==> config.mk <==
export PLATFORM = sky130hd
export DESIGN_NAME = branch_predict_ctrl
export DESIGN_NICKNAME = d
export VERILOG_FILES = /design/src/rtl/branch_predict_ctrl.sv
export SDC_FILE = /design/constraint.sdc
export NUM_CORES = 1
export LEC_CHECK = 0
export ABC_AREA = 1
export BUFFER_PORTS_ARGS = -buffer_cell sky130_fd_sc_hd__buf_2
export CORE_UTILIZATION = 56
export DETAILED_ROUTE_END_ITERATION = 10
export PLACE_DENSITY = 0.88
export SETUP_SLACK_MARGIN = 0.02
export SLEW_MARGIN = 25
export SYNTH_ARGS = -nofsm -noshare
export SYNTH_HDL_FRONTEND = slang
export SYNTH_SLANG_ARGS = --single-unit
export TNS_END_PERCENT = 20
==> constraint.sdc <==
create_clock -name clk -period 3.04 [get_ports clk]
set_input_delay 0.152 -clock clk [delete_from_list [all_inputs] [get_ports clk]]
set_output_delay 0.152 -clock clk [all_outputs]
set_load 0.05 [all_outputs]
==> src/rtl/branch_predict_ctrl.sv <==
// branch_predict_ctrl
//   Branch prediction and redirect controller for the Branch/PC_Branch datapath.
//   A table of 2-bit saturating counters, indexed by pc[IDX_W+1:2], predicts
//   conditional branches in ID. Jumps and predicted-taken branches in ID request
//   a redirect. A branch that resolves in EX against its prediction flushes the
//   younger stages. Every redirect PC is handed to fetch over redir_valid/redir_ready.
//
//   Ports
//     clk, rst_n                    clock (rising edge), async active-low reset
//     stall                         freezes ID-side redirect requests and table updates
//     id_valid/id_is_br/id_is_jmp   ID instruction qualifiers
//     id_pc/id_br_target/id_j_addr  ID PC and its candidate targets
//     pred_taken                    combinational prediction for the ID instruction
//     ex_valid/ex_is_br/ex_pc       EX branch resolution inputs
//     ex_pred_taken/ex_taken        carried prediction and actual outcome
//     ex_br_target                  taken target of the EX branch
//     flush_id/flush_ex             one-cycle squash pulses for IF/ID and ID/EX
//     redir_valid/redir_pc          redirect request to fetch
//     redir_ready                   fetch accepts the redirect
//
//   Optional feature (macro BRANCH_STATS_EN):
//     stat_branches, stat_mispred   32-bit counts of resolved branches and
//                                   mispredictions; not counted while stalled.
//
//   state | meaning
//   IDLE  | no redirect pending
//   REQ   | redir_valid high, waiting for redir_ready
module branch_predict_ctrl #(
   parameter int         IDX_W    = 6,
   parameter logic [1:0] CNT_INIT = 2'b01
) (
   input  logic        clk,
   input  logic        rst_n,
   input  logic        stall,
   input  logic        id_valid,
   input  logic        id_is_br,
   input  logic        id_is_jmp,
   input  logic [31:0] id_pc,
   input  logic [31:0] id_br_target,
   input  logic [31:0] id_j_addr,
   output logic        pred_taken,
   input  logic        ex_valid,
   input  logic        ex_is_br,
   input  logic [31:0] ex_pc,
   input  logic        ex_pred_taken,
   input  logic        ex_taken,
   input  logic [31:0] ex_br_target,
   output logic        flush_id,
   output logic        flush_ex,
   output logic        redir_valid,
   output logic [31:0] redir_pc,
   input  logic        redir_ready
`ifdef BRANCH_STATS_EN
   ,
   output logic [31:0] stat_branches,
   output logic [31:0] stat_mispred
`endif
);

   localparam int N = 1 << IDX_W;

   typedef enum logic {IDLE = 1'b0, REQ = 1'b1} state_t;

   state_t            state, state_nxt;
   logic [1:0]        bht [N];
   logic [IDX_W-1:0]  id_idx, ex_idx;
   logic              misp, idrd, upd, load;
   logic [31:0]       tgt;
   logic              unused_bits;

   assign id_idx = id_pc[IDX_W+1:2];
   assign ex_idx = ex_pc[IDX_W+1:2];
   assign unused_bits = ^{id_pc[31:IDX_W+2], id_pc[1:0]};

   // Table read is the registered value: a same-cycle update is not bypassed.
   assign pred_taken = bht[id_idx][1] & id_is_br & id_valid;

   assign misp = ex_valid & ex_is_br & (ex_taken != ex_pred_taken);
   assign idrd = ~stall & id_valid & (id_is_jmp | pred_taken);
   assign upd  = ex_valid & ex_is_br & ~stall;

   // MISP is always accepted; an ID redirect only when nothing is pending,
   // because while a redirect waits the ID slot is stale.
   assign load = misp | (idrd & (state == IDLE));

   always_comb begin
      tgt = id_is_jmp ? id_j_addr : id_br_target;
      if (misp)
         tgt = ex_taken ? ex_br_target : ex_pc + 32'd4;
   end

   always_ff @(posedge clk or negedge rst_n) begin
      if (!rst_n)
         state <= IDLE;
      else
         state <= state_nxt;
   end

   always_comb begin
      state_nxt = state;
      case (state)
         IDLE: if (load) state_nxt = REQ;
         REQ:  if (!misp && redir_ready) state_nxt = IDLE;
         default: state_nxt = IDLE;
      endcase
   end

   always_comb begin
      redir_valid = (state == REQ);
   end

   always_ff @(posedge clk or negedge rst_n) begin
      if (!rst_n) begin
         redir_pc <= 32'd0;
         flush_id <= 1'b0;
         flush_ex <= 1'b0;
      end else begin
         flush_id <= load;
         flush_ex <= misp;
         if (load)
            redir_pc <= tgt;
      end
   end

   always_ff @(posedge clk or negedge rst_n) begin
      if (!rst_n) begin
         for (int i = 0; i < N; i++)
            bht[i] <= CNT_INIT;
      end else if (upd) begin
         if (ex_taken && bht[ex_idx] != 2'b11)
            bht[ex_idx] <= bht[ex_idx] + 2'd1;
         else if (!ex_taken && bht[ex_idx] != 2'b00)
            bht[ex_idx] <= bht[ex_idx] - 2'd1;
      end
   end

`ifdef BRANCH_STATS_EN
   always_ff @(posedge clk or negedge rst_n) begin
      if (!rst_n) begin
         stat_branches <= 32'd0;
         stat_mispred  <= 32'd0;
      end else begin
         if (upd)
            stat_branches <= stat_branches + 32'd1;
         if (misp && !stall)
            stat_mispred <= stat_mispred + 32'd1;
      end
   end
`endif

endmodule

==> impl_summary.txt <==
----------------------------------------------------
[Outcome]
  Result of the run ... complete, no violations

[Timing]
  Setup Total Neg Slack ... 0 ps
  Shortest clock period the worst path allows after layout ... roughly 2800 ps
  Tcrit/Tclk final ... 0.9084
  Maximum clock frequency ... 0.3621 GHz
  Slew Limit Fails ... 0
  Final-report setup violation count ... 0
  Setup slack of the critical path after layout ... 278.5 ps
  Rel. slew slack ... 0.4970
  Clock Skews ... roughly 16 ps
  Actual slew at the worst max-slew pin ... 748.8 ps
  Worst hold slack across all endpoints ... 55.79 ps
  Final count of hold timing violations ... 0

[Critical path]
  Buf+Inv Stages, Crit Path ... 3
  CP max stage cell ... sky130_fd_sc_hd__dfstp_2
  Worst r2r dst ... bht[105]$_DFFE_PN0P_
  Highest fanout seen on the critical path ... 8
  Highest cell delay on the worst timing path ... 550 ps
  Crit start category ... flop
  Arrival time at the worst endpoint ... about 3000 ps
  CP Cell Sequence ... o22ai_1 > nor2_1 > o211ai_1 > o21ai_2 > nand2_1 > nor2_1 > nand2_2 > ha_1 > nor2_2 > o21ai_4 > nor2_1 > inv_1 > buf_4 > nor2_1 > inv_1 > nand2_1 > o21ai_0
  Type of destination of the critical path ... flop
  Type of the worst setup path ... reg2reg
  WP data required ... 3350 ps
  Cell depth of the worst flop-to-flop path ... 17
  Worst-case register-to-register setup slack ... about 280 ps
  CP most frequent cell ... sky130_fd_sc_hd__nor2_1
  Crit path max-delay family ... simple AND/OR/NAND/NOR gates

[Finish]
  NumNets Final ... 1850
  Area added between synthesis and finish ... 21.16%
  Ratio of cells with drive above 1 in the final layout ... 0.2114
  Final standard cell area without fillers ... roughly 12000 µm²

[Synthesis]
  Synthesized instance count ... roughly 1500
  Top FF cell, synth ... sky130_fd_sc_hd__dfrtp_1
  Summed instance area of the synthesized netlist ... 9938 µm²
  Combinational family with the most area after synthesis ... simple AND/OR/NAND/NOR gates
  Cell with the most instances after synthesis ... sky130_fd_sc_hd__nand2_1
  Share of synthesized registers carrying an async set or reset ... 1.000
  Mux share of post-synthesis cell area ... 0.007050
  Share of synthesized cell area in full adder, half adder and majority cells ... 0.003777
  Syn Nets ... 1651
  Xor/xnor share of the synthesized area ... 0.01322
  Synth cell types ... 42
  Number of synthesized flops with an enable pin ... 0
  Average cell area after synthesis ... slightly below 7 µm²
  Post-synthesis sequential area ratio ... 0.4185
  Fraction of the mapped netlist area in simple logic gates ... 0.3724
  Post-synthesis compound-gate area fraction ... 0.1074
  Top cells by area, synth ... sky130_fd_sc_hd__dfrtp_1 (25%), sky130_fd_sc_hd__nand2_1 (23%), sky130_fd_sc_hd__dfstp_2 (17%)
  Synth cell count leaders ... sky130_fd_sc_hd__nand2_1 (611), sky130_fd_sc_hd__nor2_1 (145), sky130_fd_sc_hd__inv_1 (124)
  Area fraction of the dominant cell type after synthesis ... 0.2493
  Register bit total from synthesis ... 163
  Syn. warnings ... 0
  Library cell occupying the most area in the post-synthesis netlist ... sky130_fd_sc_hd__dfrtp_1

[Pwr]
  Combinational power share ... 0.237
  Max VDD drop ... 431.5 µV
  Internal Dissipation ... 0.004089 W
  Net load switching power ... 0.002128 W
  Part of the total power dissipated in the clock network ... 0.363
  Total leakage power ... 5.945 nW
  Power per standard cell area ... 516.3 nW/µm²
  Switching share of total power ... 0.3422
  Overall power after layout ... 0.006217 W
  Register share of total power ... 0.401

[Floorplan]
  DIE AREA ... 18280 µm²
  Count of boundary I/O pins ... 207
  Initial core utilization ... 0.5746
  Die span in x ... 135.2 µm
  Core region area ... 17300 µm²
  Height of the die ... approximately 140 µm
  Site Rows ... 48

[CTS]
  Maximum count of clock buffers along a single path ... 2
  Root Buffer ... sky130_fd_sc_hd__clkbuf_16
  Total number of H-tree levels ... 4
  CTS tree ... built
  Clock slew at reported path FFs ... 70 ps
  TritonCTS buffer count ... 17
  Setup Buffers After CTS ... 0
  Number of clock sinks ... 163
  Source-to-sink clock delay at the later pin of the worst-skew pair ... 450 ps

[Place]
  DP Area ... 11380 µm²
  RePlAce Congestion ... 0.9335
  Port Buffers ... 180
  Final HPWL DP ... 23680 µm
  Post-placement worst setup slack ... -188.8 ps

[Global route]
  Largest net degree at the start of global routing ... 79
  Total routing usage reported by global routing ... 0.3726
  Global-route wire length before repair ... 51820 µm
  Number of antenna violations at the first check in global routing ... 1
  Number of global-route vias before repair ... about 10000
  Remaining Overflow, GRT ... 0

[Min path]
  Hold worst-path end ... redir_pc[9]$_DFFE_PN0P_
  Worst hold path type ... in2reg
  Worst hold path stage count ... 5
  Hold path start ... ex_br_target[9]

[Drt]
  DRC violation count after routing ... 0
  Initial DRC count ... 1328
  Drt wl/cell ... 17.63 µm
  Total detailed-routing wirelength ... 33760 µm
  Via density ... 5.771
  Number of routed nets with antenna violations ... 0
  Via count ... 11050
  First-pass iteration count of the detailed router ... 8

[Run]
  # Max-Cap Violations ... 0

----------------------------------------------------
through the flow:
step / util / instances
after floorplan: - / 1477
after global placement: 0.6579 / 1880
after detailed placement: 0.6579 / 1880
after CTS: 0.6944 / 1914
after global routing: 0.6960 / 1914
final: 0.6962 / 1915
cell families after synthesis:
kind of cell / count (synthesis)
simple gates: 916
buf+inv: 191
compound gates: 182
flops: 163
xor+xnor: 15
mux: 7
fa+ha+maj: 3
worst max path at each step:
stage                        start                   end  slack, ps  cells past startpoint
after floorplan           ex_pc[2]  bht[101]$_DFFE_PN0P_        370                     18
after global routing          flop    bht[9]$_DFFE_PN0P_        -10                     17
after global placement    ex_pc[3]  bht[105]$_DFFE_PN0P_        -50                     22
after CTS                     flop   bht[21]$_DFFE_PN0P_        130                     17
after detailed placement  ex_pc[3]  bht[105]$_DFFE_PN0P_       -190                     22
final                         flop  bht[105]$_DFFE_PN0P_        280                     17
layout make-up:
class	count	area (µm²)
diodes	1	2.502
clock buffers	21	470.5
clock inverters	11	140.1
fillers	1419	5255
inverters	132	495.5
multi-input cells	1123	5062
flip-flops and latches	163	4159
well taps	225	281.5
repair buffers	239	1430
placed cells by master (no fill, tap or decap), types with 5 or more instances in the layout:
| cell | instances |
|---|---|
| sky130_fd_sc_hd__nand2_1 | 610 |
| sky130_fd_sc_hd__buf_2 | 179 |
| sky130_fd_sc_hd__nor2_1 | 144 |
| sky130_fd_sc_hd__inv_1 | 123 |
| sky130_fd_sc_hd__nand3_1 | 106 |
| sky130_fd_sc_hd__o21ai_0 | 99 |
| sky130_fd_sc_hd__dfrtp_1 | 99 |
| sky130_fd_sc_hd__dfstp_2 | 64 |
| sky130_fd_sc_hd__buf_4 | 51 |
| sky130_fd_sc_hd__o22ai_1 | 21 |
| sky130_fd_sc_hd__nor3_1 | 18 |
| sky130_fd_sc_hd__clkbuf_16 | 17 |
| sky130_fd_sc_hd__o211ai_1 | 15 |
| sky130_fd_sc_hd__nand4_1 | 14 |
| sky130_fd_sc_hd__a221oi_1 | 10 |
| sky130_fd_sc_hd__a21oi_1 | 10 |
| sky130_fd_sc_hd__xor2_1 | 10 |
| sky130_fd_sc_hd__or2_2 | 7 |
| sky130_fd_sc_hd__mux2i_1 | 7 |
| sky130_fd_sc_hd__inv_2 | 6 |
| sky130_fd_sc_hd__buf_12 | 6 |
| sky130_fd_sc_hd__a31oi_1 | 5 |
timing repair:
| item | in CTS | in global routing |
|---|---|---|
| hold endpoints to repair | 48 | 0 |
| gates resized for setup | 0 | 6 |
| setup endpoints to repair | 0 | 128 |
| hold buffers | 2 | 0 |
worst reg2reg max path, cell delays in order, from the launching register on:
cell and delay, ps:
sky130_fd_sc_hd__dfstp_2 550, sky130_fd_sc_hd__o22ai_1 90, sky130_fd_sc_hd__nor2_1 110, sky130_fd_sc_hd__o211ai_1 110, sky130_fd_sc_hd__o21ai_2 250, sky130_fd_sc_hd__nand2_1 80
sky130_fd_sc_hd__nor2_1 120, sky130_fd_sc_hd__nand2_2 100, sky130_fd_sc_hd__ha_1 200, sky130_fd_sc_hd__nor2_2 150, sky130_fd_sc_hd__o21ai_4 120, sky130_fd_sc_hd__nor2_1 110
sky130_fd_sc_hd__inv_1 60, sky130_fd_sc_hd__buf_4 170, sky130_fd_sc_hd__nor2_1 170, sky130_fd_sc_hd__inv_1 100, sky130_fd_sc_hd__nand2_1 60, sky130_fd_sc_hd__o21ai_0 80
per-layer routing:
metal | share of wire | track usage | vias to the layer above | routed length, µm
li1 | - | - | 5113 | -
met1 | 0.38 | 0.4986 | 5028 | 12970
met2 | 0.45 | 0.5715 | 758 | 15110
met3 | 0.12 | 0.07744 | 153 | 3951
met4 | 0.051 | 0.1923 | 0 | 1728
met5 | 0 | 0 | - | 0
power by group through the flow:
stage / combinational [W] / clock [W] / sequential (W)
after floorplan: 0.000556 / 0 / 0.00286
after global placement: 0.00141 / 0 / 0.00252
after detailed placement: 0.00144 / 0 / 0.00252
after CTS: 0.00145 / 0.00226 / 0.00249
after global routing: 0.00157 / 0.00236 / 0.00251
final: 0.00147 / 0.00226 / 0.00249
Power figures use the tool's default switching activity.
